<file path="config.mk">
export PLATFORM = sky130hd
export DESIGN_NAME = matmul_calc_engine
export DESIGN_NICKNAME = d
export VERILOG_FILES = /design/src/rtl/matmul_calc_engine.sv
export SDC_FILE = /design/constraint.sdc
export NUM_CORES = 1
export LEC_CHECK = 0
export CAP_MARGIN = 20
export CORE_ASPECT_RATIO = 1.25
export CORE_MARGIN = 2
export CORE_UTILIZATION = 34
export CTS_CLUSTER_SIZE = 40
export DETAILED_ROUTE_END_ITERATION = 10
export GPL_TIMING_DRIVEN = 0
export PLACE_DENSITY_LB_ADDON = 0.15
export SLEW_MARGIN = 25
export SYNTH_ARGS = -nofsm -noshare
export SYNTH_HDL_FRONTEND = slang
export SYNTH_SLANG_ARGS = --single-unit
</file>
<file path="constraint.sdc">
create_clock -name clk_i -period 19.2 [get_ports clk_i]
set_input_delay 1.92 -clock clk_i [delete_from_list [all_inputs] [get_ports clk_i]]
set_output_delay 1.92 -clock clk_i [all_outputs]
set_load 0.01 [all_outputs]
</file>
<file path="src/rtl/matmul_calc_engine.sv">
// matmul_calc_engine
//   Loads A rows, B rows and an optional C bias from the operand buses, then
//   computes C = A x B (+C) with one signed MAC per cycle. Each result
//   element is written to the scratchpad as soon as it completes, and
//   per-element sticky overflow flags are reported.
//
// Ports
//   clk_i          clock, rising edge
//   rst_i          synchronous active-high reset
//   start_i        level request: rising edge in IDLE starts, low aborts
//   mode_i         1 = add C bias (sampled at start)
//   n/k/m_dim_i    dimension minus one (sampled at start)
//   data_a/b_i     one operand row, lane t at [t*DATA_WIDTH +: DATA_WIDTH]
//   data_c_i       one signed C bias element
//   rd_idx_o       operand index expected on the buses this cycle
//   busy_o         high while loading or computing
//   enable_w_o     scratchpad write strobe
//   address_o      scratchpad write address
//   data_o         scratchpad write data
//   flags_o        sticky overflow flag per element slot
//   finish_mul_o   job complete (level)
//
// Build option
//   MATMUL_SAT_EN  saturate the accumulator on overflow instead of wrapping
module matmul_calc_engine #(
  parameter int unsigned DATA_WIDTH = 8,
  parameter int unsigned BUS_WIDTH  = 16,
  parameter int unsigned ADDR_WIDTH = 32,
  localparam int unsigned MAX_DIM   = BUS_WIDTH / DATA_WIDTH,
  localparam int unsigned DW        = $clog2(MAX_DIM),
  localparam int unsigned EW        = 2 * DW
) (
  input  logic                  clk_i,
  input  logic                  rst_i,
  input  logic                  start_i,
  input  logic                  mode_i,
  input  logic [DW-1:0]         n_dim_i,
  input  logic [DW-1:0]         k_dim_i,
  input  logic [DW-1:0]         m_dim_i,
  input  logic [BUS_WIDTH-1:0]  data_a_i,
  input  logic [BUS_WIDTH-1:0]  data_b_i,
  input  logic [BUS_WIDTH-1:0]  data_c_i,
  output logic [EW-1:0]         rd_idx_o,
  output logic                  busy_o,
  output logic                  enable_w_o,
  output logic [ADDR_WIDTH-1:0] address_o,
  output logic [BUS_WIDTH-1:0]  data_o,
  output logic [BUS_WIDTH-1:0]  flags_o,
  output logic                  finish_mul_o
);

  typedef enum logic [1:0] {S_IDLE, S_LOAD, S_COMPUTE, S_DONE} state_e;

  state_e                        state_q;
  logic                          start_q, mode_q, last_q;
  logic [DW-1:0]                 n_q, k_q, m_q;
  logic [DW-1:0]                 ci_q, cj_q, i_q, j_q, t_q;
  logic [EW-1:0]                 l_last_q, rd_idx_q, l_calc, slot;
  logic signed [BUS_WIDTH-1:0]   acc_q, acc_nxt, addend, prod_ext, sum;
  logic signed [2*DATA_WIDTH-1:0] prod;
  logic signed [DATA_WIDTH-1:0]  a_el, b_el;
  logic                          ovf;
  logic                          busy_q, enable_w_q, finish_q;
  logic [ADDR_WIDTH-1:0]         address_q, addr_nxt;
  logic [BUS_WIDTH-1:0]          data_q, flags_q;

  logic signed [DATA_WIDTH-1:0]  a_mat [MAX_DIM][MAX_DIM];
  logic signed [DATA_WIDTH-1:0]  b_mat [MAX_DIM][MAX_DIM];
  logic signed [BUS_WIDTH-1:0]   c_mat [MAX_DIM*MAX_DIM];

`ifdef MATMUL_SAT_EN
  logic sat_q, sat_nxt, sat_hold;
`endif

  // Last LOAD index for the job being started.
  always_comb begin
    l_calc = '0;
    if (mode_i)
      l_calc = EW'((32'(n_dim_i) + 32'd1) * (32'(m_dim_i) + 32'd1) - 32'd1);
    else
      l_calc = (n_dim_i > k_dim_i) ? {{DW{1'b0}}, n_dim_i} : {{DW{1'b0}}, k_dim_i};
  end

  // One MAC step; t == 0 seeds the accumulator from the bias (or zero).
  always_comb begin
    slot     = {i_q, j_q};
    a_el     = a_mat[i_q][t_q];
    b_el     = b_mat[t_q][j_q];
    prod     = a_el * b_el;
    prod_ext = BUS_WIDTH'(prod);
    addend   = (t_q == '0) ? (mode_q ? c_mat[slot] : '0) : acc_q;
    sum      = addend + prod_ext;
    ovf      = (addend[BUS_WIDTH-1] == prod_ext[BUS_WIDTH-1]) &&
               (sum[BUS_WIDTH-1] != addend[BUS_WIDTH-1]);
    addr_nxt          = '0;
    addr_nxt[4:0]     = 5'b10000;
    addr_nxt[5 +: EW] = slot;
`ifdef MATMUL_SAT_EN
    // Once clamped, the element holds its clamped value until written.
    sat_hold = (t_q != '0) && sat_q;
    sat_nxt  = sat_hold || ovf;
    if (sat_hold)
      acc_nxt = acc_q;
    else if (ovf)
      acc_nxt = addend[BUS_WIDTH-1] ? {1'b1, {(BUS_WIDTH-1){1'b0}}}
                                    : {1'b0, {(BUS_WIDTH-1){1'b1}}};
    else
      acc_nxt = sum;
`else
    acc_nxt = sum;
`endif
  end

  always_ff @(posedge clk_i) begin
    if (rst_i) begin
      state_q    <= S_IDLE;
      start_q    <= 1'b0;
      mode_q     <= 1'b0;
      last_q     <= 1'b0;
      n_q        <= '0;
      k_q        <= '0;
      m_q        <= '0;
      ci_q       <= '0;
      cj_q       <= '0;
      i_q        <= '0;
      j_q        <= '0;
      t_q        <= '0;
      l_last_q   <= '0;
      rd_idx_q   <= '0;
      acc_q      <= '0;
      busy_q     <= 1'b0;
      enable_w_q <= 1'b0;
      finish_q   <= 1'b0;
      address_q  <= '0;
      data_q     <= '0;
      flags_q    <= '0;
`ifdef MATMUL_SAT_EN
      sat_q      <= 1'b0;
`endif
      for (int unsigned r = 0; r < MAX_DIM; r++) begin
        for (int unsigned c = 0; c < MAX_DIM; c++) begin
          a_mat[r][c] <= '0;
          b_mat[r][c] <= '0;
        end
      end
      for (int unsigned s = 0; s < MAX_DIM*MAX_DIM; s++) c_mat[s] <= '0;
    end else begin
      start_q    <= start_i;
      enable_w_q <= 1'b0;
      address_q  <= '0;
      data_q     <= '0;
      case (state_q)
        S_IDLE: begin
          finish_q <= 1'b0;
          busy_q   <= 1'b0;
          if (start_i && !start_q) begin
            mode_q   <= mode_i;
            n_q      <= n_dim_i;
            k_q      <= k_dim_i;
            m_q      <= m_dim_i;
            l_last_q <= l_calc;
            flags_q  <= '0;
            rd_idx_q <= '0;
            ci_q     <= '0;
            cj_q     <= '0;
            busy_q   <= 1'b1;
            state_q  <= S_LOAD;
          end
        end
        S_LOAD: begin
          if (!start_i) begin
            busy_q   <= 1'b0;
            rd_idx_q <= '0;
            state_q  <= S_IDLE;
          end else begin
            if (rd_idx_q <= {{DW{1'b0}}, n_q})
              for (int unsigned l = 0; l < MAX_DIM; l++)
                a_mat[rd_idx_q[DW-1:0]][l] <= (DW'(l) <= k_q) ?
                  data_a_i[l*DATA_WIDTH +: DATA_WIDTH] : '0;
            if (rd_idx_q <= {{DW{1'b0}}, k_q})
              for (int unsigned l = 0; l < MAX_DIM; l++)
                b_mat[rd_idx_q[DW-1:0]][l] <= (DW'(l) <= m_q) ?
                  data_b_i[l*DATA_WIDTH +: DATA_WIDTH] : '0;
            if (mode_q) begin
              // Bias arrives packed row-major; store it in the MAX_DIM-stride slot.
              c_mat[{ci_q, cj_q}] <= data_c_i;
              if (cj_q == m_q) begin
                cj_q <= '0;
                ci_q <= ci_q + 1'b1;
              end else begin
                cj_q <= cj_q + 1'b1;
              end
            end
            if (rd_idx_q == l_last_q) begin
              rd_idx_q <= '0;
              i_q      <= '0;
              j_q      <= '0;
              t_q      <= '0;
              last_q   <= 1'b0;
              state_q  <= S_COMPUTE;
            end else begin
              rd_idx_q <= rd_idx_q + 1'b1;
            end
          end
        end
        S_COMPUTE: begin
          if (!start_i) begin
            busy_q  <= 1'b0;
            state_q <= S_IDLE;
          end else if (last_q) begin
            // Final write strobe is on the outputs this cycle.
            busy_q   <= 1'b0;
            finish_q <= 1'b1;
            state_q  <= S_DONE;
          end else begin
            acc_q <= acc_nxt;
`ifdef MATMUL_SAT_EN
            sat_q <= sat_nxt;
`endif
            if (ovf) flags_q[slot] <= 1'b1;
            if (t_q == k_q) begin
              enable_w_q <= 1'b1;
              data_q     <= acc_nxt;
              address_q  <= addr_nxt;
              t_q        <= '0;
              if (j_q == m_q) begin
                j_q <= '0;
                if (i_q == n_q) last_q <= 1'b1;
                else            i_q    <= i_q + 1'b1;
              end else begin
                j_q <= j_q + 1'b1;
              end
            end else begin
              t_q <= t_q + 1'b1;
            end
          end
        end
        S_DONE: begin
          if (!start_i) begin
            finish_q <= 1'b0;
            state_q  <= S_IDLE;
          end
        end
        default: state_q <= S_IDLE;
      endcase
    end
  end

  assign rd_idx_o     = rd_idx_q;
  assign busy_o       = busy_q;
  assign enable_w_o   = enable_w_q;
  assign address_o    = address_q;
  assign data_o       = data_q;
  assign flags_o      = flags_q;
  assign finish_mul_o = finish_q;

endmodule

</file>
---- After elaboration in Yosys (flattened, before gate mapping) ----
Memory sizes are Yosys's and may differ from the RTL's. A register that Yosys moved wholly into a read port is not among the register bits.
Index checks and enable logic that the tools add are counted.
W data, S select, Z words.
word-level totals
  flip-flop bits (word level) ............. 100
  memories kept ........................... 3
  RAM bits ................................ 128
operators by class
  add/subtract/negate cells ............... 10
  reduce and logical (&&, ||, !) cells .... 28
  $lt $le $gt $ge ......................... 11
  equal/unequal tests ..................... 26
  bitwise operators ....................... 7
  mux-type cells .......................... 104
  multipliers ............................. 2
memories
  name   depth  width  read ports  clocked after Yosys merged registers in  wr ports  line  source
  c_mat  4      16     1           0                                        4         69    logic signed [BUS_WIDTH-1:0] c_mat [MAX_DIM*MAX_DIM];
  a_mat  2      16     1           1                                        2         67    logic signed [DATA_WIDTH-1:0] a_mat [MAX_DIM][MAX_DIM];
  b_mat  2      16     1           1                                        2         68    logic signed [DATA_WIDTH-1:0] b_mat [MAX_DIM][MAX_DIM];
operators with widths
  kind                   count
  $mux W16               9
  $mux W8                10
  $mux W1                61
  $reduce_or A16 Y1      3
  $pmux W16 S2           1
  $ne A2 B2 Y1 const B   14
  $mux W2                11
  $add A16 B16 Y16       1
  $mul A8 B8 Y16         1
  $or A16 B4 Y16         1
  $reduce_and A4 Y1      4
  $reduce_and A5 Y1      3
  $pmux W1 S2            6
  $pmux W2 S4            1
  $reduce_and A8 Y1      1
  $ne A3 B3 Y1 const B   2
  $pmux W1 S3            2
  $reduce_and A3 Y1      2
  $reduce_and A6 Y1      1
  $reduce_bool A2 Y1     3
  $reduce_bool A3 Y1     2
  $add A1 B1 Y1 const B  5
  $eq A1 B1 Y1           5
  $lt A2 B5 Y1 const B   1
  24 further kinds       38

---- Logic depth before layout (Yosys ltp) ----
  word-level depth ........................ 12
  mapped depth ............................ 28
  gate-level depth less buffers ........... 26

---- Worst setup path before layout ----
Ideal clock, no wire load.
  path type ............................... register to register
  from .................................... register j_q
  to ...................................... register flags_q[0] (netlist: flags_o[0])
  setup time .............................. 61 ps
  path slack .............................. 12,822 ps
  stages on the path, launching flop included .. 27
  arrival time ............................ 6,317 ps
  path buffers ............................ 2
  clock period less this slack ............ 6,378 ps
  cells stage by stage .................... dfxtp_1 > buf_6 > buf_2 > inv_1 > nand2_1 > o21ai_1 > or2_2 > fa_1 > fa_1 > inv_1 > fa_1 > inv_1 > fa_1 > inv_1 > ha_1 > a21oi_1 > o21bai_1 > a21oi_1 > o21ai_1 > or4_1 > nand4_1 > ha_1 > o21ai_0 > a32oi_2 > or4_1 > o21ai_2 > a32o_1
between the ends
  longest elaborated chain between the ends .. 10
RTL lines
  item                                        line  source
  start, declared                             57    logic [DW-1:0] ci_q, cj_q, i_q, j_q, t_q;
  start signal, assigned                      231   j_q <= j_q + 1'b1;
  $not A1 Y2 (implied by the code)            88    b_el = b_mat[t_q][j_q];
  $mux W8 (implied by the code) (3 in a row)  88
  $mul A8 B8 Y16                              89    prod = a_el * b_el;
  $add A16 B16 Y16                            92    sum = addend + prod_ext;
  $ne A1 B1 Y1                                94    (sum[BUS_WIDTH-1] != addend[BUS_WIDTH-1]);
  $logic_and A1 B1 Y1                         93    ovf = (addend[BUS_WIDTH-1] == prod_ext[BUS_WIDTH-1]) &&
  $ne A2 B2 Y1 (no source line)               --
  $reduce_and A5 Y1 (no source line)          --
  end signal, assigned                        136   flags_q <= '0;
  end signal, assigned                        162   flags_q <= '0;
  end signal, assigned by index               220   if (ovf) flags_q[slot] <= 1'b1;
  end, declared                               65    logic [BUS_WIDTH-1:0] data_q, flags_q;
Parallel ways exist; a longest one is shown, timed or not. The select of a mux whose other input is x is not followed.
A chain may end at the register's enable or synchronous reset.

---- Worst setup path in the final report ----
Same ends and word-level chain as after synthesis.

==> impl_metrics.prom <==
# TYPE chip_impl_metric gauge
chip_impl_metric{name="die_w",unit="um"} 170
chip_impl_metric{name="post_cts.repair.setup_buffers",unit=""} 0
chip_impl_info{name="rsz0062_at_grt",value="no"} 1
chip_impl_info{name="synthTopCellsByArea",value="edfxtp_1 33%, dfxtp_1 10%, fa_1 9.6%"} 1
chip_impl_metric{name="route.layer.met1.wl",unit="um"} 12300
chip_impl_metric{name="ys_seq_area_share",unit="%"} 43.0
chip_impl_metric{name="period_minus_slack",unit="ps"} 7340
chip_impl_metric{name="maximum_number_of_pins_on_one_net_before_global_route_repair",unit=""} 19
chip_impl_metric{name="post_cts_resized",unit=""} 0
chip_impl_metric{name="layout-drive-gt1-share",unit="%"} 12.8
chip_impl_metric{name="cts_buffers",unit=""} 17
chip_impl_metric{name="critical_path_arrival",unit="ps"} 7720
chip_impl_metric{name="max-slew-margin-rel",unit="%"} 34.7
chip_impl_metric{name="route.detailed.vias_per_inst",unit=""} 4.87
chip_impl_metric{name="n_antenna_cell",unit=""} 0
chip_impl_info{name="timing.setup.critical_path_class",value="flop to flop"} 1
chip_impl_metric{name="synth_area_per_cell",unit="um^2"} 11.1
chip_impl_metric{name="synth.ff_latch_count",unit=""} 188
chip_impl_metric{name="detail_route.iter0.violations",unit=""} 374
chip_impl_metric{name="die-height",unit="um"} 212
chip_impl_metric{name="detail-route-antenna-nets",unit=""} 0
chip_impl_metric{name="crit_path_max_fo",unit=""} 10
chip_impl_metric{name="antenna_found_initial",unit=""} 0
chip_impl_metric{name="global_route_wire_length_before_repair",unit="um"} 46500
chip_impl_metric{name="power.internal",unit="mW"} 0.773
chip_impl_metric{name="synth_cell_type_count",unit=""} 73
chip_impl_metric{name="period_share",unit="%"} 38.2
chip_impl_metric{name="synth.yosys.warnings",unit=""} 0
chip_impl_metric{name="cap_viol_max_count",unit=""} 0
chip_impl_info{name="dominantRegCellSynth",value="edfxtp_1"} 1
chip_impl_metric{name="final_design_area_no_fill",unit="mm^2"} 0.0139
chip_impl_metric{name="remaining_global_route_overflow",unit=""} 0
chip_impl_metric{name="synth.cell_area",unit="mm^2"} 0.0117
chip_impl_metric{name="clk_latency",unit="ps"} 440
chip_impl_metric{name="totalNegativeSetupSlack",unit="ps"} 0
chip_impl_metric{name="ctsHoldBuffers",unit=""} 0
chip_impl_metric{name="first_global_vias",unit=""} 8217
chip_impl_metric{name="power-per-cell-area",unit="mW/mm^2"} 84.2
chip_impl_metric{name="cts_max_path_buffers",unit=""} 2
chip_impl_metric{name="worst_setup_hold_path_clk_slew",unit="ps"} 70
chip_impl_metric{name="final-setup-viol-count",unit=""} 0
chip_impl_metric{name="grtUsageTotal",unit="%"} 17.3
chip_impl_metric{name="route.met2.wl",unit="um"} 16300
chip_impl_metric{name="row_count",unit=""} 76
chip_impl_metric{name="detailroute.wirelength.met3",unit="um"} 600
chip_impl_info{name="worstSetupEndpointType",value="flop"} 1
chip_impl_metric{name="ys_async_sr_fraction",unit="%"} 0
chip_impl_info{name="synth_area_leader_cell",value="edfxtp_1"} 1
chip_impl_metric{name="worst-slew-pin-transition",unit="ps"} 975
chip_impl_metric{name="drt-total-wl",unit="um"} 29800
chip_impl_metric{name="timing.critical_path.slowest_cell_delay",unit="ps"} 640
chip_impl_info{name="outcome",value="finished, final reports clean"} 1
chip_impl_metric{name="power.sequential.fraction",unit="%"} 38.7
chip_impl_metric{name="routed_wire_length_per_instance",unit="um"} 18.2
chip_impl_metric{name="globalplace.congestion",unit=""} 0.856
chip_impl_metric{name="synth.top_cell.area_share",unit="%"} 32.8
chip_impl_metric{name="h_tree_level_count",unit=""} 4
chip_impl_metric{name="max_freq",unit="MHz"} 136
chip_impl_info{name="type_of_element_launching_the_critical_path",value="flop"} 1
chip_impl_metric{name="clkSinkCount",unit=""} 188
chip_impl_metric{name="post_synth_inst_count",unit=""} 1054
chip_impl_metric{name="clkPwrFrac",unit="%"} 30.5
chip_impl_metric{name="floorplan.io_pins",unit=""} 124
chip_impl_metric{name="dp_hpwl",unit="um"} 22900
chip_impl_info{name="highest-signal-layer",value="met4"} 1
chip_impl_metric{name="final.setup_skew",unit="ps"} 11.8
chip_impl_metric{name="placed_instance_area",unit="mm^2"} 0.0133
chip_impl_metric{name="final_hold_viol_count",unit=""} 0
chip_impl_metric{name="syn_to_final_growth",unit="%"} 18.2
chip_impl_metric{name="drt-pass1-iter-count",unit=""} 4
chip_impl_metric{name="floorplan.initialDensity",unit="%"} 34.3
chip_impl_info{name="cts-root-buf",value="clkbuf_16"} 1
chip_impl_info{name="worst_hold_path_type",value="flop to flop"} 1
chip_impl_metric{name="core_area",unit="mm^2"} 0.0342
chip_impl_metric{name="regToRegSetupSlack",unit="ps"} 11860
chip_impl_metric{name="pleak",unit="nW"} 5.81
chip_impl_metric{name="comb_power_share",unit="%"} 30.8
chip_impl_metric{name="detailroute.via_count",unit=""} 7972
chip_impl_metric{name="die-area",unit="mm^2"} 0.0360
chip_impl_metric{name="synth-edff-count",unit=""} 128
chip_impl_info{name="crit_path_top_delay_cell",value="o21ai_1"} 1
chip_impl_metric{name="timing.critical_path.required",unit="ps"} 19580
chip_impl_metric{name="drc",unit=""} 0
chip_impl_metric{name="timing_max_transition_violations_final",unit=""} 0
chip_impl_metric{name="netSwitchingFraction",unit="%"} 33.8
chip_impl_info{name="tritoncts",value="done"} 1
chip_impl_metric{name="ir_worst_vdd",unit="uV"} 54.3
chip_impl_metric{name="power.net_switching",unit="mW"} 0.395
chip_impl_metric{name="nNetsFinal",unit=""} 1361
chip_impl_metric{name="buffer_ports.inserted",unit=""} 81
## synthesized netlist by cell type, drive strengths merged, types with 2 or more instances
library cell and count:
a211oi 11, a21o 11, a21oi 44, a22o 16, a22oi 2, a31o 2
a31oi 5, a32o 3, a41oi 3, and2 126, and3 55, buf 57
clkbuf 27, dfxtp 60, edfxtp 128, fa 56, ha 54, inv 107
mux2i 2, mux4 31, nand2 53, nand2b 2, nand3 7, nand3b 2
nand4 5, nor2 61, nor2b 3, nor3 11, nor4 4, nor4b 2
o21a 5, o21ai 32, o21bai 4, o22ai 2, o311ai 2, or2 9
or3 2, or4 4, xnor2 20, xor2 11
## logic make-up (layout without fill, tap and decap cells)
group,after synthesis,after routing,synth area share (%)
AOI/OAI and AO/OA,151,151,8.96
xor gates and xnor gates,31,31,2.38
adders and majority gates,110,110,15.3
buffers and inverters,191,306,7.84
DFF,188,188,43.0
muxes,34,34,6.22
other,1,41,0.0320
and+or+nand+nor,348,348,16.2
## worst max-delay path, delay by kind of cell (launching register included)
| family | cells | cell delay (ps) |
|---|---|---|
| flops | 1 | 320 |
| compound gates | 10 | 2160 |
| buf+inv | 6 | 920 |
| simple gates | 3 | 880 |
| xor+xnor | 1 | 230 |
| fa+ha+maj | 6 | 2740 |
## power groups by stage
stage	logic (mW)	clock network, mW	registers [mW]
2_1_floorplan	0.266	0	0.459
5_1_grt	0.411	0.379	0.454
4_1_cts	0.364	0.363	0.452
3_5_place_dp	0.360	0	0.461
3_3_place_gp	0.358	0	0.461
6_report	0.360	0.356	0.452
## cell usage in the layout (no fill, tap or decap), drive strengths merged, types with 32 or more instances in the layout
cell	netlist	layout
clkbuf	27	44
clkdlybuf4s50	0	81
a21oi	44	44
nand2	53	53
and2	126	126
conb	1	41
dfxtp	60	60
buf	57	59
inv	107	112
fa	56	56
and3	55	55
ha	54	54
edfxtp	128	128
o21ai	32	32
nor2	61	61
## sequential cells by signal (all words and copies together), names as in the netlist, named ones only
signal / flops
a_mat: 32
acc_q: 16
address_o: 3
b_mat: 32
busy_o: 1
c_mat: 64
ci_q: 1
cj_q: 1
data_o: 16
finish_mul_o: 1
flags_o: 4
i_q: 1
j_q: 1
k_q: 1
l_last_q: 2
last_q: 1
m_q: 1
mode_q: 1
n_q: 1
rd_idx_o: 2
start_q: 1
state_q: 2
t_q: 1
## routing by layer
| metal | GRT usage [%] | vias up |
|---|---|---|
| li1 | - | 3859 |
| met1 | 20.5 | 3964 |
| met2 | 32.3 | 120 |
| met3 | 2.19 | 29 |
| met4 | 5.19 | 0 |
| met5 | 0 | - |
## final cells by class
cell class                      count  area [um^2]
Timing Repair Buffer               83          830
Clock inverter                     15          163
Clock buffer                       17          425
Fill cell                        3407        20400
Buffer                             84          518
Multi-Input combinational cell    715         5940
Inverter                          107          402
Tap cell                          429          537
Sequential cell                   188         5040
## final timing paths
path,startpoint,endpoint,cells after the start
max,j_q,flags_o[0],26
min,acc_q[0],acc_q[0],2
max reg2reg,j_q,flags_o[0],26
min reg2reg,acc_q[0],acc_q[0],2
## per-stage QoR
step	hold slack [ps]	cells	worst slack [ps]	total power, mW	util [%]
final	461	1638	11860	1.17	40.5
after global routing	472	1638	11390	1.24	40.5
after CTS	459	1638	11730	1.18	40.5
after detailed placement	449	1606	11760	0.821	38.8
after global placement	442	1604	11870	0.819	38.6
after floorplan	432	1094	12820	0.725	-
(Power assumes the default switching activity.)
